## src/rtl/psum_collector.sv

```systemverilog
// psum_collector
//   Drain-side consumer at the bottom of a fusion-unit column. Reduces
//   cfg_len packed partial-sum beats into one per-lane accumulator vector,
//   buffers finished vectors in a small FIFO and offers them downstream.
//
// Ports
//   clk, rst               clock; synchronous active-high reset
//   cfg_start              start a reduction (only looked at in IDLE)
//   cfg_quad               1: NUM_LANES x LANE_W lanes, 0: single ACC_W lane
//   cfg_signed             1: sign-extend quad lanes, 0: zero-extend
//   cfg_len                beats per reduction, 1..256 (0 ignored)
//   psum_valid/ready/data  incoming packed partial sums
//   res_valid/ready/data   FIFO head, {acc[NUM_LANES-1], ..., acc[0]}
//   busy                   reduction in progress (state != IDLE)
module psum_collector #(
    parameter int LANE_W    = 13,
    parameter int NUM_LANES = 4,
    parameter int ACC_W     = 32,
    parameter int DEPTH     = 2
) (
    input  logic                         clk,
    input  logic                         rst,
    input  logic                         cfg_start,
    input  logic                         cfg_quad,
    input  logic                         cfg_signed,
    input  logic [8:0]                   cfg_len,
    input  logic                         psum_valid,
    output logic                         psum_ready,
    input  logic [LANE_W*NUM_LANES-1:0]  psum_data,
    output logic                         res_valid,
    input  logic                         res_ready,
    output logic [ACC_W*NUM_LANES-1:0]   res_data,
    output logic                         busy
);

    localparam int RES_W = ACC_W * NUM_LANES;
    localparam int PTR_W = (DEPTH > 1) ? $clog2(DEPTH) : 1;
    localparam int OCC_W = $clog2(DEPTH + 1);

    typedef enum logic [1:0] {IDLE, ACCUM, PUSH} state_t;

    state_t             state_q, state_d;
    logic               quad_q, quad_d;
    logic               sgn_q, sgn_d;
    logic [8:0]         len_q, len_d;
    logic [8:0]         cnt_q, cnt_d;
    logic [ACC_W-1:0]   acc_q [NUM_LANES];
    logic [ACC_W-1:0]   acc_d [NUM_LANES];
    logic [RES_W-1:0]   mem_q [DEPTH];
    logic [RES_W-1:0]   mem_d [DEPTH];
    logic [PTR_W-1:0]   wr_ptr_q, wr_ptr_d;
    logic [PTR_W-1:0]   rd_ptr_q, rd_ptr_d;
    logic [OCC_W-1:0]   occ_q, occ_d;
    logic [RES_W-1:0]   acc_vec;
    logic               push;
    logic               pop;

    // Widen one quad lane to accumulator width.
    function automatic logic [ACC_W-1:0] ext_lane(input logic [LANE_W-1:0] lane,
                                                  input logic sgn);
        logic fill;
        fill = sgn & lane[LANE_W-1];
        return {{(ACC_W-LANE_W){fill}}, lane};
    endfunction

    function automatic logic [PTR_W-1:0] ptr_inc(input logic [PTR_W-1:0] p);
        return (p == PTR_W'(DEPTH - 1)) ? '0 : p + 1'b1;
    endfunction

    // Control FSM and accumulators
    always_comb begin
        state_d    = state_q;
        quad_d     = quad_q;
        sgn_d      = sgn_q;
        len_d      = len_q;
        cnt_d      = cnt_q;
        acc_d      = acc_q;
        push       = 1'b0;
        psum_ready = 1'b0;
        for (int k = 0; k < NUM_LANES; k++) begin
            acc_vec[ACC_W*k +: ACC_W] = acc_q[k];
        end

        case (state_q)
            IDLE: begin
                if (cfg_start && (cfg_len != 9'd0)) begin
                    quad_d  = cfg_quad;
                    sgn_d   = cfg_signed;
                    len_d   = cfg_len;
                    cnt_d   = 9'd0;
                    for (int k = 0; k < NUM_LANES; k++) acc_d[k] = '0;
                    state_d = ACCUM;
                end
            end
            ACCUM: begin
                psum_ready = 1'b1;
                if (psum_valid) begin
                    if (quad_q) begin
                        for (int k = 0; k < NUM_LANES; k++) begin
                            acc_d[k] = acc_q[k] + ext_lane(psum_data[LANE_W*k +: LANE_W], sgn_q);
                        end
                    end else begin
                        acc_d[0] = acc_q[0] + psum_data[ACC_W-1:0];
                    end
                    cnt_d = cnt_q + 9'd1;
                    if (cnt_q + 9'd1 == len_q) state_d = PUSH;
                end
            end
            PUSH: begin
                // Occupancy at cycle start decides; a concurrent pop does not help.
                if (occ_q < OCC_W'(DEPTH)) begin
                    push    = 1'b1;
                    state_d = IDLE;
                end
            end
            default: state_d = IDLE;
        endcase
    end

    // Result FIFO
    always_comb begin
        pop      = (occ_q != '0) && res_ready;
        mem_d    = mem_q;
        wr_ptr_d = wr_ptr_q;
        rd_ptr_d = rd_ptr_q;
        occ_d    = occ_q;
        if (push) begin
            mem_d[wr_ptr_q] = acc_vec;
            wr_ptr_d        = ptr_inc(wr_ptr_q);
        end
        if (pop) rd_ptr_d = ptr_inc(rd_ptr_q);
        if (push && !pop)      occ_d = occ_q + 1'b1;
        else if (!push && pop) occ_d = occ_q - 1'b1;
    end

    assign res_valid = (occ_q != '0);
    // Gate the head so stale storage never shows after reset.
    assign res_data  = res_valid ? mem_q[rd_ptr_q] : '0;
    assign busy      = (state_q != IDLE);

    always_ff @(posedge clk) begin
        if (rst) begin
            state_q  <= IDLE;
            quad_q   <= 1'b0;
            sgn_q    <= 1'b0;
            len_q    <= 9'd0;
            cnt_q    <= 9'd0;
            wr_ptr_q <= '0;
            rd_ptr_q <= '0;
            occ_q    <= '0;
            for (int k = 0; k < NUM_LANES; k++) acc_q[k] <= '0;
        end else begin
            state_q  <= state_d;
            quad_q   <= quad_d;
            sgn_q    <= sgn_d;
            len_q    <= len_d;
            cnt_q    <= cnt_d;
            wr_ptr_q <= wr_ptr_d;
            rd_ptr_q <= rd_ptr_d;
            occ_q    <= occ_d;
            acc_q    <= acc_d;
        end
    end

    // FIFO storage carries no reset; validity comes from occ_q.
    always_ff @(posedge clk) begin
        mem_q <= mem_d;
    end

endmodule

```

## config.mk

```make
export PLATFORM = sky130hd
export DESIGN_NAME = psum_collector
export DESIGN_NICKNAME = d
export VERILOG_FILES = /design/src/rtl/psum_collector.sv
export SDC_FILE = /design/constraint.sdc
export NUM_CORES = 1
export LEC_CHECK = 0
export CORE_AREA = 2 2 224 226
export CTS_CLUSTER_DIAMETER = 80
export DETAILED_ROUTE_END_ITERATION = 10
export DIE_AREA = 0 0 226 228
export DONT_BUFFER_PORTS = 1
export SLEW_MARGIN = 20
export SYNTH_ARGS = -nofsm -noshare
export SYNTH_HDL_FRONTEND = slang
export SYNTH_SLANG_ARGS = --single-unit
```

## constraint.sdc

```tcl
create_clock -name clk -period 18.2 [get_ports clk]
set_input_delay 3.64 -clock clk [delete_from_list [all_inputs] [get_ports clk]]
set_output_delay 3.64 -clock clk [all_outputs]
set_load 0.01 [all_outputs]
```

==> impl_results.md, run 1 <==
* Status: complete, no violations
* R2R Path End: acc_q[31]$_SDFFE_PP0P_
* Period utilisation layout at 40.5%
* Reg2Reg Depth at 10
* Pleak at 0.00837 uW
* GRT Util Overall at 21.8%
* CTS-repair resized insts at 0
* Pwr dens at 103 mW/mm^2
* Flip-flop and latch count after synthesis at 410
* CTS H-tree depth at 2
* FF-to-FF Start: sgn_q$_SDFFE_PP0P_
* R2R setup slack at 14.10 ns
* Crit end category: output port
* Max FO, Critical Path at 48
* Initial core utilization at 44.2%
* Share of layout cells above drive strength 1 at 6.20%
* Maxcap violations at 0
* Routed len/inst at 19.7 um
* Post-Syn Area at 0.0218 mm^2
* WHS at 0.466 ns
* I/O pins at 199
* Core area at 0.0493 mm^2
* Hold Path Class: flop to flop
* Asr flop ratio synth at 0%
* Placed instance area at 0.0224 mm^2
* Fin Clk Skew at 0.0170 ns
* Hold depth at 2
* Die height at 228 um
* Post-CTS Setup Inserts at 0
* Die X at 226 um
* Largest net degree at the start of global routing at 100
* RSZ-0062 raised after global routing: no
* Most frequent cell after synthesis: nor2_1
* Final nets at 2325
* Clock tree buffer depth at 3
* Finished Cell Area at 0.0239 mm^2
* Area Growth Syn to Fin at 9.82%
* Sw Share at 29.9%
* GRT overflow at 0
* Cells after synthesis at 2230
* Clk slew on worst S/H paths at 0.06 ns
* CTS Buf Count at 46
* Length of the first detailed-routing pass in iterations at 7
* CP Class: flop to output port
* Clk root buf: clkbuf_16
* Post-synth top area cell: edfxtp_1
* Hold buffers post-CTS at 0
* Die area at 0.0515 mm^2
* Initial antenna violation count at 2
* # rows at 82
* TritonCTS clock tree: yes
* Port Buffers at 0
* DR iter-0 viols at 1225
* Syn Nets at 2384
* Register area share after synthesis at 49.4%
* Fin Setup TNS at 0 ns
* Combinational fraction of design power at 19.1%
* Sequential power share at 41.9%
* Vias in the first global route at 15.4k
* Final cell count without fillers at 2883
* Post-synth top flop: edfxtp_1
* Synth cell count leaders: 348 x nor2_1, 256 x edfxtp_1, 181 x nand2_1, 154 x dfxtp_1, 149 x mux2i_1
* Ys Warns at 0
* Tmin final at 7.38 ns
* Number of synthesized flops with an enable pin at 256
* Antenna Nets Post-Route at 0
* Final setup viols at 0
* Fill cell count at 4547
* Top-area cell type share of the netlist area at 35.3%
* Fmax at 136 MHz
* Skew-Pair Late Insertion Delay at 0.59 ns
* Cell internal pwr at 1730 uW
* Clock sinks at 410
* P_sw at 740 uW
* DRT Wirelength at 56800 um
* Mapped Avg Cell Area at 9.77 um^2
* Hold path startpoint: len_q[0]$_SDFFE_PP0P_
* Final Hold Viols at 0
* Fin. max-slew vios at 0
* Final HPWL DP at 38700 um
* First-pass GRT wire length at 88500 um
* Vias per inst at 5.67
* Worst slew pin tran at 1.05 ns
* Max transition margin at 30.3%
* Startpoint types: flop
* Synth top area cells: edfxtp_1 35%, dfxtp_1 14%, mux2i_1 6.8%
* Crit path DAT at 3.74 ns
* RePlAce Congestion at 0.883
* Critical Path RT at 14.56 ns
* VDD IR max at 0.0796 mV
* Cell variety after synth at 84
* Placed cell count at 2795
* Hold EP: len_q[0]$_SDFFE_PP0P_
* Total number of vias at 16.4k
* DRC at 0
* Clock network power share at 39.0%
## worst max-delay path, cell delays in order (launching register included)
cell and delay [ns]:
dfxtp_4 0.95, buf_4 0.71, buf_4 0.75, mux2i_1 0.43, nor2_1 0.15
## worst max-delay path by stage
| stage | startpoint | endpoint | slack (ns) | cells past startpoint |
|---|---|---|---|---|
| floorplan | occ_q[1]$_SDFFE_PP0P_ | mem_q[128]$_DFFE_PP_ | 4.65 | 1 |
| global placement | psum_data[25] | acc_q[95]$_SDFFE_PP0P_ | 11.19 | 11 |
| detailed placement | psum_data[25] | acc_q[95]$_SDFFE_PP0P_ | 11.21 | 11 |
| CTS | rd_ptr_q$_SDFFE_PP0P_ | res_data[113] | 10.78 | 4 |
| global route | rd_ptr_q$_SDFFE_PP0P_ | res_data[113] | 10.65 | 4 |
| finish | rd_ptr_q$_SDFFE_PP0P_ | res_data[113] | 10.82 | 4 |
## area by class of cell
class                      instances  area (um^2)  area share, %
clock buffer                      66         1340           5.60
timing repair buffer              22          173          0.721
inverter                          52          195          0.815
multi-input combinational       1639        10400           43.3
tap                              672          841           3.51
sequential                       410        10800           45.0
clock inverter                    20          235          0.983
antenna                            2         5.00         0.0209
## placed cells by master, fill, tap and decap left out, types with 37 or more instances in the layout
cell type	Yosys	layout
ha_1	82	82
dfxtp_1	154	153
nand2_1	181	180
a22oi_1	37	37
nor2_1	348	345
inv_1	50	50
clkbuf_16	0	49
nor3_1	70	70
xnor2_1	60	60
o21ai_0	131	131
edfxtp_1	256	256
mux2i_1	149	149
a21oi_1	125	125
nand3_1	70	70
## power by group through the flow
| stage | clock [uW] | combinational, uW | sequential [uW] |
|---|---|---|---|
| floorplan | 0 | 400 | 1030 |
| global placement | 0 | 472 | 1050 |
| detailed placement | 0 | 478 | 1060 |
| CTS | 989 | 480 | 1040 |
| global route | 1020 | 524 | 1040 |
| finish | 966 | 473 | 1040 |
## metal layers
metal / vias to the layer above / GRT usage, % / wire, um / share of wire, %
met5: - / 0 / 13 / 0.023
met4: 2 / 6.64 / 1280 / 2.2
met1: 7802 / 30.8 / 26400 / 46
met3: 89 / 4.68 / 3650 / 6.4
li1: 7991 / - / - / -
met2: 467 / 33.5 / 25500 / 45
## logic make-up after synthesis
kind of cell / Yosys count / synth area share (%)
simple gates: 818 / 16.8
compound gates: 484 / 14.5
buf+inv: 181 / 3.14
xor+xnor: 91 / 3.66
flops: 410 / 49.4
mux: 158 / 7.31
fa+ha+maj: 88 / 5.17
## flip-flops by register name, summed over array words and instances, names as in the netlist
register  count
acc_q       128
quad_q        1
occ_q         2
sgn_q         1
cnt_q         9
mem_q       256
state_q       2
rd_ptr_q      1
wr_ptr_q      1
len_q         9
## through the flow
stage	setup slack, ns	utilization, %	power, uW
6_report	10.82	48.5	2470
5_1_grt	10.65	48.5	2590
4_1_cts	10.78	48.5	2510
3_5_place_dp	11.21	45.3	1530
3_3_place_gp	11.19	45.3	1530
2_1_floorplan	4.65	-	1430
Power figures use the tool's default switching activity.
==> run 2, diff against run 1 <==
ABC_AREA = 1   (was unset)
CORE_AREA = 2 2 236 238   (was 2 2 224 226)
DIE_AREA = 0 0 238 240   (was 0 0 226 228)
clock period = 7.7 ns   (was 18.2 ns; I/O delays follow)
==> run 2 against run 1 <==
Critical path depth is the same. Count of clock-buffer cells in the layout shrank 11. Die area grew 11%. Sequential power grew 130%. Routed wire length grew 26%. Cell area grew 11%. Clock skew grew 0.0065 ns. Synthesized cell count grew 48%. Sequential cell count is the same.
==> impl_results.md, run 2 <==
* Tmin final at 4.63 ns
* Critical Path RT at 6.16 ns
* Reg2Reg Depth at 12
* Post-CTS Setup Inserts at 0
* Fmax at 216 MHz
* Post-synth top flop: edfxtp_1
* Ys Warns at 0
* DR iter-0 viols at 1359
* Fin Clk Skew at 0.0235 ns
* Clock sinks at 410
* DRC at 0
* Pleak at 0.0115 uW
* Max FO, Critical Path at 66
* Post-synth top area cell: edfxtp_1
* TritonCTS clock tree: yes
* Antenna Nets Post-Route at 0
* Synth top area cells: edfxtp_1 32%, nand2_1 17%, dfxtp_1 13%
* Final Hold Viols at 0
* Fin Setup TNS at 0 ns
* Setup ws final at 3.07 ns
* Synth cell count leaders: 1072 x nand2_1, 381 x a21oi_1, 340 x inv_1, 264 x nand3_1, 256 x edfxtp_1
* Pwr dens at 212 mW/mm^2
* Fill cell count at 5425
* DP Worst Slack at 3.60 ns
* RePlAce Congestion at 0.956
* Placed cell count at 3908
* Status: complete, no violations
* Total number of vias at 21.3k
* Most frequent cell after synthesis: nand2_1
* GRT overflow at 0
* Number of synthesized flops with an enable pin at 256
* Hold depth at 2
* Final setup viols at 0
* Most frequent cells in the layout: 1072 x nand2_1, 381 x a21oi_1, 339 x inv_1
* Fin. max-slew vios at 0
* Flip-flop and latch count after synthesis at 410
* Syn Nets at 3450
* CTS Buf Count at 45
* Vias in the first global route at 20.2k
* RSZ-0062 raised after global routing: no
* GRT met2 Usage at 41.1%
* Commonest non-fill, non-tap cell in the layout: nand2_1
* Crit end category: output port
* Die X at 238 um
* Worst path max stage delay at 0.70 ns
* Reg with most FFs: mem_q
* Crit path cell chain: inv_4 > buf_4 > nand2_1 > a21oi_1
* Die height at 240 um
* Hold buffers post-CTS at 0
* Met3 usage at 4.54%
* GRT Util Overall at 24.9%
* Vias per inst at 5.33
* Final cell count without fillers at 3992
* VDD IR max at 0.209 mV
* Top-area cell type share of the netlist area at 31.5%
* Clock tree buffer depth at 3
* CTS H-tree depth at 2
* Worst slew pin tran at 1.05 ns
* Skew-Pair Late Insertion Delay at 0.59 ns
* Mapped Avg Cell Area at 7.40 um^2
* Clk slew on worst S/H paths at 0.06 ns
* I/O pins at 199
* Area Growth Syn to Fin at 8.68%
* GR Layer Usage met1 at 33.7%
* Maxcap violations at 0
* Largest net degree at the start of global routing at 111
* Placed instance area at 0.0249 mm^2
* Share of layout cells above drive strength 1 at 7.54%
* Layer with the highest usage: met2
* Max transition margin at 30.3%
* DRT Wirelength at 71800 um
* Final HPWL DP at 52300 um
* Initial core utilization at 44.6%
* Slowest cell on crit path: buf_4
* Die area at 0.0571 mm^2
* Register area share after synthesis at 44.2%
* CP Class: flop to output port
* Asr flop ratio synth at 0%
* Max reg flops at 256
* Routed len/inst at 18.0 um
* Period utilisation layout at 60.1%
* Core area at 0.0547 mm^2
* Finished Cell Area at 0.0265 mm^2
* Largest registers: mem_q: 256 flops, acc_q: 128 flops
* Port Buffers at 0
* Cells after synthesis at 3296
* Startpoint types: flop
* Cell variety after synth at 40
* Antenna diodes at 0
* CTS-repair resized insts at 0
* Post-Syn Area at 0.0244 mm^2
* Final nets at 3405
* Initial antenna violation count at 0
* Clk root buf: clkbuf_16
* Hold Path Class: flop to flop
* Crit path DAT at 3.09 ns
* First-pass GRT wire length at 111000 um
* # rows at 86
* Length of the first detailed-routing pass in iterations at 6
## run 2: cell types whose count changed in the layout (fill, tap and decap cells not counted), moves of 29 or more
cell,change
nand3_1,+194
a21oi_1,+256
a22oi_1,-37
nand2_1,+892
mux2i_1,-149
nor3_1,-55
o21ai_0,-29
nand2_2,+44
nor2_1,-108
xnor2_1,-48
inv_2,+32
inv_1,+289
## run 2: routing by layer
| layer | vias to the layer above | routed length, um |
|---|---|---|
| li1 | 10700 | - |
| met1 | 9920 | 32900 |
| met2 | 526 | 33100 |
| met3 | 89 | 4200 |
| met4 | 0 | 1610 |
| met5 | - | 0 |
## run 2: worst paths after layout
check	slack (ns)	startpoint	endpoint
setup / recovery	3.07	rd_ptr_q$_SDFFE_PP0P_	res_data[93]
hold / removal	0.48	len_q[7]$_SDFFE_PP0P_	len_q[7]$_SDFFE_PP0P_
setup reg to reg	4.24	sgn_q$_SDFFE_PP0P_	acc_q[113]$_SDFFE_PP0P_
hold reg to reg	0.48	len_q[7]$_SDFFE_PP0P_	len_q[7]$_SDFFE_PP0P_
## run 2: worst max-delay path, delay by kind of cell (launching register included)
family / cells / cell delay [ns]
AOI/OAI and AO/OA: 1 / 0.38
buffers and inverters: 2 / 1.32
DFF: 1 / 0.58
and+or+nand+nor: 1 / 0.11
## run 2: cell families after synthesis
logic type / synth area share [%]
DFF: 44.2
xor gates and xnor gates: 1.04
adders and majority gates: 4.54
and+or+nand+nor: 31.3
AOI/OAI and AO/OA: 11.0
buffers and inverters: 7.94
## run 2: per-stage QoR
| step | power, uW | hold slack, ns | utilization, % |
|---|---|---|---|
| floorplan | 3100 | 0.444 | - |
| global placement | 3310 | 0.462 | 45.5 |
| detailed placement | 3320 | 0.472 | 45.5 |
| CTS | 5680 | 0.480 | 48.5 |
| global route | 5860 | 0.502 | 48.5 |
| finish | 5620 | 0.479 | 48.5 |
## run 2: layout make-up
type | count | area [um^2] | area share (%)
Timing Repair Buffer | 14 | 105 | 0.397
Multi-Input combinational cell | 2403 | 11700 | 44.2
Clock inverter | 29 | 385 | 1.45
Clock buffer | 55 | 1230 | 4.63
Tap cell | 704 | 881 | 3.32
Sequential cell | 410 | 10800 | 40.7
Inverter | 377 | 1420 | 5.35
## run 2: power breakdown
group	leakage (uW)	switching, uW	internal, uW
logic	0.00682	620	216
registers	0.00392	70.6	2370
clock network	0.000771	907	1440
